===== config.mk =====
export PLATFORM = sky130hd
export DESIGN_NAME = spi_dac_slave
export DESIGN_NICKNAME = d
export VERILOG_FILES = /design/src/rtl/spi_dac_pkg.sv /design/src/rtl/spi_dac_slave_sync.sv /design/src/rtl/spi_dac_slave.sv
export SDC_FILE = /design/constraint.sdc
export NUM_CORES = 1
export LEC_CHECK = 0
export CAP_MARGIN = 20
export CORE_ASPECT_RATIO = 1.75
export CORE_MARGIN = 3
export CORE_UTILIZATION = 45
export CTS_CLUSTER_DIAMETER = 40
export DETAILED_ROUTE_END_ITERATION = 6
export GPL_TIMING_DRIVEN = 0
export PLACE_DENSITY = 0.66
export SYNTH_ARGS = -nofsm -noshare
export SYNTH_HDL_FRONTEND = slang
export SYNTH_HIERARCHICAL = 1
export SYNTH_SLANG_ARGS = --single-unit

===== constraint.sdc =====
create_clock -name clk100mhz -period 4.3 [get_ports clk100mhz]
set_input_delay 0.86 -clock clk100mhz [delete_from_list [all_inputs] [get_ports clk100mhz]]
set_output_delay 0.86 -clock clk100mhz [all_outputs]
set_load 0.05 [all_outputs]

===== src/rtl/spi_dac_pkg.sv =====
// ============================================================================
// Module   : spi_dac_pkg
// Purpose  : Shared types and constants for the spi_dac_slave SPI DAC
//            responder: FSM states, command codes and frame field positions.
// Revision : 1.0 - initial release
// ============================================================================
`default_nettype none

package spi_dac_pkg;

  // Frame receiver states
  typedef enum logic [1:0] {
    IDLE   = 2'd0,
    SHIFT  = 2'd1,
    DECODE = 2'd2
  } state_t;

  // Command codes carried in frame bits [27:24]
  localparam logic [3:0] CMD_WR_IN      = 4'h0;
  localparam logic [3:0] CMD_UPD        = 4'h1;
  localparam logic [3:0] CMD_WR_UPD_ALL = 4'h2;
  localparam logic [3:0] CMD_WR_UPD     = 4'h3;
  localparam logic [3:0] CMD_RESET      = 4'h7;
  localparam logic [3:0] CMD_SETUP_REF  = 4'h8;

  // Broadcast address
  localparam logic [3:0] ADDR_ALL = 4'hF;

  // Field bit positions inside a 32-bit frame
  localparam int CMD_LSB  = 24;
  localparam int ADDR_LSB = 20;
  localparam int DATA_LSB = 8;
  localparam int REF_BIT  = 0;

  // True for every command code the responder acts on
  function automatic logic cmd_supported(input logic [3:0] cmd);
    return (cmd == CMD_WR_IN) || (cmd == CMD_UPD) || (cmd == CMD_WR_UPD_ALL) ||
           (cmd == CMD_WR_UPD) || (cmd == CMD_RESET) || (cmd == CMD_SETUP_REF);
  endfunction

endpackage

`default_nettype wire


===== src/rtl/spi_dac_slave_sync.sv =====
// ============================================================================
// Module   : spi_in_sync
// Purpose  : STAGES-deep synchronizer for one asynchronous SPI pin, plus a
//            history flop giving single-cycle rise/fall strobes.
// Revision : 1.0 - initial release
// ============================================================================
`default_nettype none

module spi_in_sync #(
  parameter int   STAGES  = 2,
  parameter logic RST_VAL = 1'b0
) (
  input  logic clk,
  input  logic rst_n,
  input  logic din,
  output logic dout,
  output logic rise,
  output logic fall
);

  logic [STAGES-1:0] chain;
  logic              hist;

  // Shift the pin through the synchronizer chain and remember the last level
  always_ff @(posedge clk) begin
    if (!rst_n) begin
      chain <= {STAGES{RST_VAL}};
      hist  <= RST_VAL;
    end else begin
      chain[0] <= din;
      for (int i = 1; i < STAGES; i++) begin
        chain[i] <= chain[i-1];
      end
      hist <= chain[STAGES-1];
    end
  end

  assign dout = chain[STAGES-1];
  assign rise = chain[STAGES-1] & ~hist;
  assign fall = ~chain[STAGES-1] & hist;

endmodule

`default_nettype wire


===== src/rtl/spi_dac_slave.sv =====
// ============================================================================
// Module   : spi_dac_slave
// Purpose  : Oversampling SPI responder modelling an AD5628-style DAC.
//            Captures 32-bit frames, decodes cmd/addr/data and maintains
//            per-channel input and DAC registers plus the reference enable.
//            Optional macro SPI_DAC_MISO_EN: echo previous frame on miso.
// Revision : 1.0 - initial release
// ============================================================================
`default_nettype none

module spi_dac_slave
  import spi_dac_pkg::*;
#(
  parameter int NUM_CH      = 8,
  parameter int DATA_W      = 12,
  parameter int FRAME_W     = 32,
  parameter int SYNC_STAGES = 2
) (
  input  logic                     clk100mhz,
  input  logic                     rst_n,
  input  logic                     cs,
  input  logic                     sclk,
  input  logic                     mosi,
  output logic                     miso,
  output logic [NUM_CH*DATA_W-1:0] dac_out,
  output logic                     ref_en,
  output logic                     frame_valid,
  output logic [FRAME_W-1:0]       frame_word,
  output logic                     frame_err,
  output logic                     cmd_err
);

  localparam int             CNT_W     = $clog2(FRAME_W + 2);
  localparam logic [CNT_W-1:0] CNT_FRAME = CNT_W'(FRAME_W);
  localparam logic [CNT_W-1:0] CNT_SAT   = CNT_W'(FRAME_W + 1);

  logic cs_s, cs_rise, cs_fall;
  logic sclk_rise, sclk_fall, unused_sclk_lvl;
  logic mosi_s, unused_mosi_rise, unused_mosi_fall;

  // cs idles high so its synchronizer resets high: no false edge after reset
  spi_in_sync #(.STAGES(SYNC_STAGES), .RST_VAL(1'b1)) u_sync_cs (
    .clk(clk100mhz), .rst_n(rst_n), .din(cs),
    .dout(cs_s), .rise(cs_rise), .fall(cs_fall)
  );

  spi_in_sync #(.STAGES(SYNC_STAGES), .RST_VAL(1'b0)) u_sync_sclk (
    .clk(clk100mhz), .rst_n(rst_n), .din(sclk),
    .dout(unused_sclk_lvl), .rise(sclk_rise), .fall(sclk_fall)
  );

  spi_in_sync #(.STAGES(SYNC_STAGES), .RST_VAL(1'b0)) u_sync_mosi (
    .clk(clk100mhz), .rst_n(rst_n), .din(mosi),
    .dout(mosi_s), .rise(unused_mosi_rise), .fall(unused_mosi_fall)
  );

  state_t               state, state_nxt;
  logic [CNT_W-1:0]     bit_cnt;
  logic [FRAME_W-1:0]   shreg;
  logic                 cnt_clr, shift_en, decode_en, len_err;

  // FSM state register
  always_ff @(posedge clk100mhz) begin
    if (!rst_n) state <= IDLE;
    else        state <= state_nxt;
  end

  // FSM next state; a cs fall seen during DECODE starts the next frame directly
  always_comb begin
    state_nxt = state;
    case (state)
      IDLE:    if (cs_fall) state_nxt = SHIFT;
      SHIFT:   if (cs_rise) state_nxt = (bit_cnt == CNT_FRAME) ? DECODE : IDLE;
      DECODE:  state_nxt = cs_fall ? SHIFT : IDLE;
      default: state_nxt = IDLE;
    endcase
  end

  // FSM outputs: counter clear, bit capture, decode strobe, length error
  always_comb begin
    cnt_clr   = (state == IDLE || state == DECODE) && cs_fall;
    shift_en  = (state == SHIFT) && sclk_fall && !cs_s;
    decode_en = (state == DECODE);
    len_err   = (state == SHIFT) && cs_rise &&
                (bit_cnt != CNT_FRAME) && (bit_cnt != '0);
  end

  // Capture mosi MSB first; the counter saturates one past a full frame
  always_ff @(posedge clk100mhz) begin
    if (!rst_n) begin
      bit_cnt <= '0;
      shreg   <= '0;
    end else if (cnt_clr) begin
      bit_cnt <= '0;
    end else if (shift_en) begin
      shreg <= {shreg[FRAME_W-2:0], mosi_s};
      if (bit_cnt != CNT_SAT) bit_cnt <= bit_cnt + 1'b1;
    end
  end

  // Frame field decode
  logic [3:0]        cmd, addr;
  logic [DATA_W-1:0] data;
  logic              addr_ok;
  logic [NUM_CH-1:0] sel;

  assign cmd  = shreg[CMD_LSB +: 4];
  assign addr = shreg[ADDR_LSB +: 4];
  assign data = shreg[DATA_LSB +: DATA_W];

  // Channel select; out-of-range addresses select nothing
  always_comb begin
    sel     = '0;
    addr_ok = (addr == ADDR_ALL) || (32'(addr) < NUM_CH);
    for (int ch = 0; ch < NUM_CH; ch++) begin
      sel[ch] = (addr == ADDR_ALL) || (32'(addr) == ch);
    end
  end

  logic [DATA_W-1:0] in_reg  [NUM_CH];
  logic [DATA_W-1:0] dac_reg [NUM_CH];

  // Apply the decoded command and latch the frame
  always_ff @(posedge clk100mhz) begin
    if (!rst_n) begin
      for (int ch = 0; ch < NUM_CH; ch++) begin
        in_reg[ch]  <= '0;
        dac_reg[ch] <= '0;
      end
      ref_en     <= 1'b0;
      frame_word <= '0;
    end else if (decode_en) begin
      frame_word <= shreg;
      case (cmd)
        CMD_WR_IN: begin
          for (int ch = 0; ch < NUM_CH; ch++)
            if (sel[ch]) in_reg[ch] <= data;
        end
        CMD_UPD: begin
          for (int ch = 0; ch < NUM_CH; ch++)
            if (sel[ch]) dac_reg[ch] <= in_reg[ch];
        end
        CMD_WR_UPD_ALL: begin
          // Invalid address drops the whole command, including the update
          if (addr_ok) begin
            for (int ch = 0; ch < NUM_CH; ch++) begin
              if (sel[ch]) begin
                in_reg[ch]  <= data;
                dac_reg[ch] <= data;
              end else begin
                dac_reg[ch] <= in_reg[ch];
              end
            end
          end
        end
        CMD_WR_UPD: begin
          for (int ch = 0; ch < NUM_CH; ch++) begin
            if (sel[ch]) begin
              in_reg[ch]  <= data;
              dac_reg[ch] <= data;
            end
          end
        end
        CMD_RESET: begin
          for (int ch = 0; ch < NUM_CH; ch++) begin
            in_reg[ch]  <= '0;
            dac_reg[ch] <= '0;
          end
          ref_en <= 1'b0;
        end
        CMD_SETUP_REF: ref_en <= shreg[REF_BIT];
        default: ;
      endcase
    end
  end

  // One-cycle status pulses, aligned with the register update
  always_ff @(posedge clk100mhz) begin
    if (!rst_n) begin
      frame_valid <= 1'b0;
      frame_err   <= 1'b0;
      cmd_err     <= 1'b0;
    end else begin
      frame_valid <= decode_en;
      frame_err   <= len_err;
      cmd_err     <= decode_en && !cmd_supported(cmd);
    end
  end

  for (genvar ch = 0; ch < NUM_CH; ch++) begin : g_dac_out
    assign dac_out[ch*DATA_W +: DATA_W] = dac_reg[ch];
  end

`ifdef SPI_DAC_MISO_EN
  logic [FRAME_W-1:0] echo;

  // Echo the previous frame: MSB at cs fall, next bit on each sclk rise
  always_ff @(posedge clk100mhz) begin
    if (!rst_n) begin
      echo <= '0;
      miso <= 1'b0;
    end else if (cs_fall) begin
      miso <= frame_word[FRAME_W-1];
      echo <= {frame_word[FRAME_W-2:0], 1'b0};
    end else if (cs_s) begin
      miso <= 1'b0;
    end else if (sclk_rise) begin
      miso <= echo[FRAME_W-1];
      echo <= {echo[FRAME_W-2:0], 1'b0};
    end
  end
`else
  logic unused_sclk_rise;
  assign unused_sclk_rise = sclk_rise;
  assign miso = 1'b0;
`endif

endmodule

`default_nettype wire


* Word level (Yosys, flattened, before mapping)
Memories as Yosys holds them, arrays and structs flattened.
Cells that the tools add are included.
** Cells by class
- Add/sub/neg operators :: 1
- Multiply operators :: 0
- Div/mod/pow operators :: 0
- Magnitude comparators :: 1
- Equality and inequality tests :: 20
- Shift-type cells :: 0
- Multiplexer cells :: 275
- Bitwise operators :: 80
- Reduce and logical (&&, ||, !) cells :: 34
** Operator list (number)
- 12-bit two-way mux :: 72
- 1-bit two-way mux :: 198
- 1-bit OR :: 72
- 4-bit by 3-bit == test with 1-bit output, second input constant :: 5
- 4-bit by 2-bit == test with 1-bit output, second input constant :: 4
- 1-bit logical OR :: 15
- 6-bit inequality test, second input constant :: 2
- 4-bit by 1-bit == test with 1-bit output, second input constant :: 2
- 4-bit == test, second input constant :: 2
- 4-bit zero test :: 2
- 2-bit AND reduction :: 4
- 1-bit logical AND :: 7
- 6-bit by 1-bit adder with 6-bit output, second input constant :: 1
- 6-bit == test, second input constant :: 1
- 2-bit two-way mux :: 3
- 2-bit case mux with 3 select lines :: 1
- 6-bit nonzero test :: 1
- 1-bit NOT :: 5
- 4-bit < comparator, second input constant :: 1
- 2-bit inequality test, second input constant :: 2
- 1-bit bitwise AND :: 3
- 2-bit by 1-bit == test with 1-bit output, second input constant :: 1
- 2-bit == test, second input constant :: 1
- 1-bit zero test :: 2
- other kinds (4) :: 4
** Word-level totals
- Bits in registers :: 84
- Bits in latches :: 0
- RAM bits :: 192
- Memory bits (read-only) :: 0
- Input bits :: 5
- Output and inout port bits :: 133
- Memories :: 2
** Memory list
- dac_reg :: depth 8, width 12, read ports 8, clocked after memory_dff 0, write ports 8, line spi_dac_slave.sv:121 : logic [DATA_W-1:0] dac_reg [NUM_CH];
- in_reg :: depth 8, width 12, read ports 8, clocked after memory_dff 0, write ports 8, line spi_dac_slave.sv:120 : logic [DATA_W-1:0] in_reg [NUM_CH];

* Longest topological paths before layout
- Depth after elaboration :: 12
- Mapped depth :: 8
- Gate-level depth less buffers :: 6

* Cells and area by module
Netlist, hierarchy kept.
** By module, submodules not included
- spi_dac_slave :: times used 1, cells an instance 1018, area each 11747.5 um^2, sequential area each 7287.0 um^2
- spi_in_sync :: times used 3, cells an instance 8, area each 91.3 um^2, sequential area each 60.1 um^2

* Worst setup path before layout
OpenSTA, ideal clock, no wires.
- Path kind :: input-to-reg
- Start :: input port rst_n
- End :: memory in_reg[7][0] (netlist: in_reg[1][36]), enable pin
- Setup time :: 398 ps
- Data arrival time :: 2651 ps
- Setup slack :: 1251 ps
- Stages :: 4
- Path buffers :: 1
- Path through :: clkbuf_1 > nand2_1 > or3_1 > o21ai_0
** RTL lines
- start: declaration :: line spi_dac_slave.sv:20 : input logic rst_n,
- end: declaration :: line spi_dac_slave.sv:120

==> results by group <==
Worst hold path
  – Worst hold start: u_sync_cs/chain[0]
  – HP Class: flip-flop to flip-flop
  – Hold path cells: 1
  – Hold endpoint: u_sync_cs/chain[1]

STA
  – # setup viols final: 0
  – Crit share post-route: 88.87%
  – Clock Skews: 17.21 ps
  – Rel. slew slack: 35.73%
  – Fmax: 0.2617 GHz
  – Worst Tran Pin Value: 957.6 ps
  – Minimum clock period: 3821 ps
  – Endpoints failing hold: 0
  – Slew Limit Fails: 0
  – Unrepaired setup endpoints after global routing: false

Drt
  – Vias per cell: 5.463
  – Residual DRC: 0
  – Detail Route met3 WL: 1.377 mm
  – TritonRoute pass-1 iters: 5
  – Top layer in use: met4
  – Drt initial violations: 583
  – DRT met1 WL: 11.99 mm
  – Final antenna-violating net count: 0
  – Drt total wl: 31.59 mm
  – DR WL met2: 17.18 mm
  – WL/cell: 20.28 um
  – Vias after detailed routing: 8512

Die
  – Starting Density: 45.96%
  – Chip height: 221.8 um
  – Die Wd: 129.3 um
  – Die area: 0.02868 sq mm
  – Core Box Area: 0.02606 sq mm
  – I/O pin count: 138
  – FP Rows: 78

Cells and area
  – Area growth from synthesis to layout: 23.62%
  – # fillers: 2193
  – Final #Nets: 1223
  – Cell Count, Final, Fillers Out: 1558
  – Antenna fix cells: 0
  – Share of cells above drive strength 1: 8.078%

Setup path
  – Reg2reg path depth: 7
  – CP dominant cell by count: clkbuf_1
  – Crit. End Element: flip-flop
  – Crit path DAT: 3950 ps
  – Worst path slowest cell: a21boi_1
  – Cell Chain, Critical Path: clkdlybuf4s50_1 -> clkbuf_1 -> clkbuf_1 -> a21boi_1 -> nand2_1
  – Critical Path Start Type: primary input
  – R2R setup slack: 1470 ps
  – CP max stage delay: 820 ps
  – Reg2reg end: dac_reg[0][9]
  – Crit Reg-Reg Startpoint: shreg[23]
  – Crit-path max FO: 12
  – CP bufs+invs: 3
  – Critical path type: primary input to flip-flop
  – Critical path's top delay family: buffers and inverters
  – WP data required: 4430 ps

Yosys
  – Ys Warns: 6
  – Mapped Nets: 1045
  – Synthesized area: 0.01198 sq mm
  – Synth Instances: 1037
  – Syn Area/Cell: 11.55 sq um

GRT
  – Global-route wire length before repair: 48.44 mm
  – GRT Residual Overflow: 0
  – Antenna violations before repair: 0
  – Pin count of the biggest net entering global routing: 16
  – GRT Overall Usage: 21.89%
  – Number of global-route vias before repair: 8452

Clock tree
  – PostCTS Resize Cnt: 0
  – Clock-pin slew on the worst setup and hold paths: 60 ps
  – Hold_buf cts: 0
  – TritonCTS clock tree: built
  – Root Buffer: clkbuf_16
  – TritonCTS Buffers: 29
  – Setup bufs post-CTS: 0
  – Clock sink total: 276
  – Worst skew pair latency: 560 ps
  – H-tree depth: 1
  – Clk buf depth: 3

Power and ir drop
  – LEAKAGE: 5.030 nW
  – PD cells: 396.7 mW/mm^2
  – Final Power: 5.873 mW
  – Worst vdd ir: 0.3963 mV

Placed design
  – Dpl cells: 1503
  – Dpl hpwl: 22.78 mm
  – Buffers on Ports: 136
  – Routability congestion estimate: 0.9124

Status
  – Status: finished clean

Job
  – Max_cap viols: 0
[worst max path at each step]
stage                     start              to  cells after the start
after global routing      rst_n   dac_reg[0][7]                      5
after global placement    rst_n   in_reg[0][40]                      5
after floorplan           rst_n   in_reg[1][36]                      4
final                     rst_n  dac_reg[0][22]                      5
after detailed placement  rst_n   dac_reg[0][3]                      5
after CTS                 rst_n   dac_reg[0][9]                      5
[placed cells by master (no fill, tap or decap), drive strengths merged, types with 4 or more instances in the layout]
master,count
edfxtp,192
nand2,149
clkdlybuf4s50,136
clkbuf,97
dfxtp,84
nor2,83
and2,71
a21boi,66
buf,53
mux2i,36
a21oi,27
a22o,24
a221o,24
nor2b,23
o21ai,21
inv,17
nor3b,15
a22oi,14
a32o,14
nor3,13
nand2b,10
and3,7
nand3,7
o21a,4
nand4,4
clkinv,4
[through the flow]
| step | utilization [%] | TNS (ps) | hold slack, ps | setup slack [ps] | area, sq um |
|---|---|---|---|---|---|
| 3_5_place_dp | 53.03 | -3464 | 403.5 | -111.7 | 13820 |
| 6_report | 56.82 | 0 | 417.0 | 478.6 | 14810 |
| 4_1_cts | 56.79 | 0 | 420.6 | 456.5 | 14800 |
| 2_1_floorplan | - | 0 | 386.3 | 1251 | 11980 |
| 5_1_grt | 56.82 | 0 | 439.2 | 252.9 | 14810 |
| 3_3_place_gp | 52.72 | -26140 | 394.6 | -420.4 | 13740 |
[per-layer routing]
metal | global-route usage, % | vias to the layer above
li1 | - | 4058
met1 | 24.88 | 4130
met2 | 41.15 | 266
met3 | 2.555 | 58
met4 | 7.867 | 0
met5 | 0 | -
[where the power goes]
part	internal, mW	switching, mW	leakage [nW]
clock	1.45	1.08	0.483
combinational	0.120	0.264	2.01
sequential	2.93	0.0363	2.54
total	4.49	1.38	5.03
[area by class of cell]
class | count | area [sq um] | area share [%]
multi-input combinational | 652 | 4040 | 27.29
clock buffer | 39 | 829.5 | 5.603
clock inverter | 15 | 151.4 | 1.023
sequential | 276 | 7447 | 50.30
timing repair buffer | 147 | 1448 | 9.778
tap | 320 | 400.4 | 2.704
inverter | 9 | 33.78 | 0.2282
buffer | 100 | 455.4 | 3.076
No activity file was read; power rests on OpenSTA's default activity.
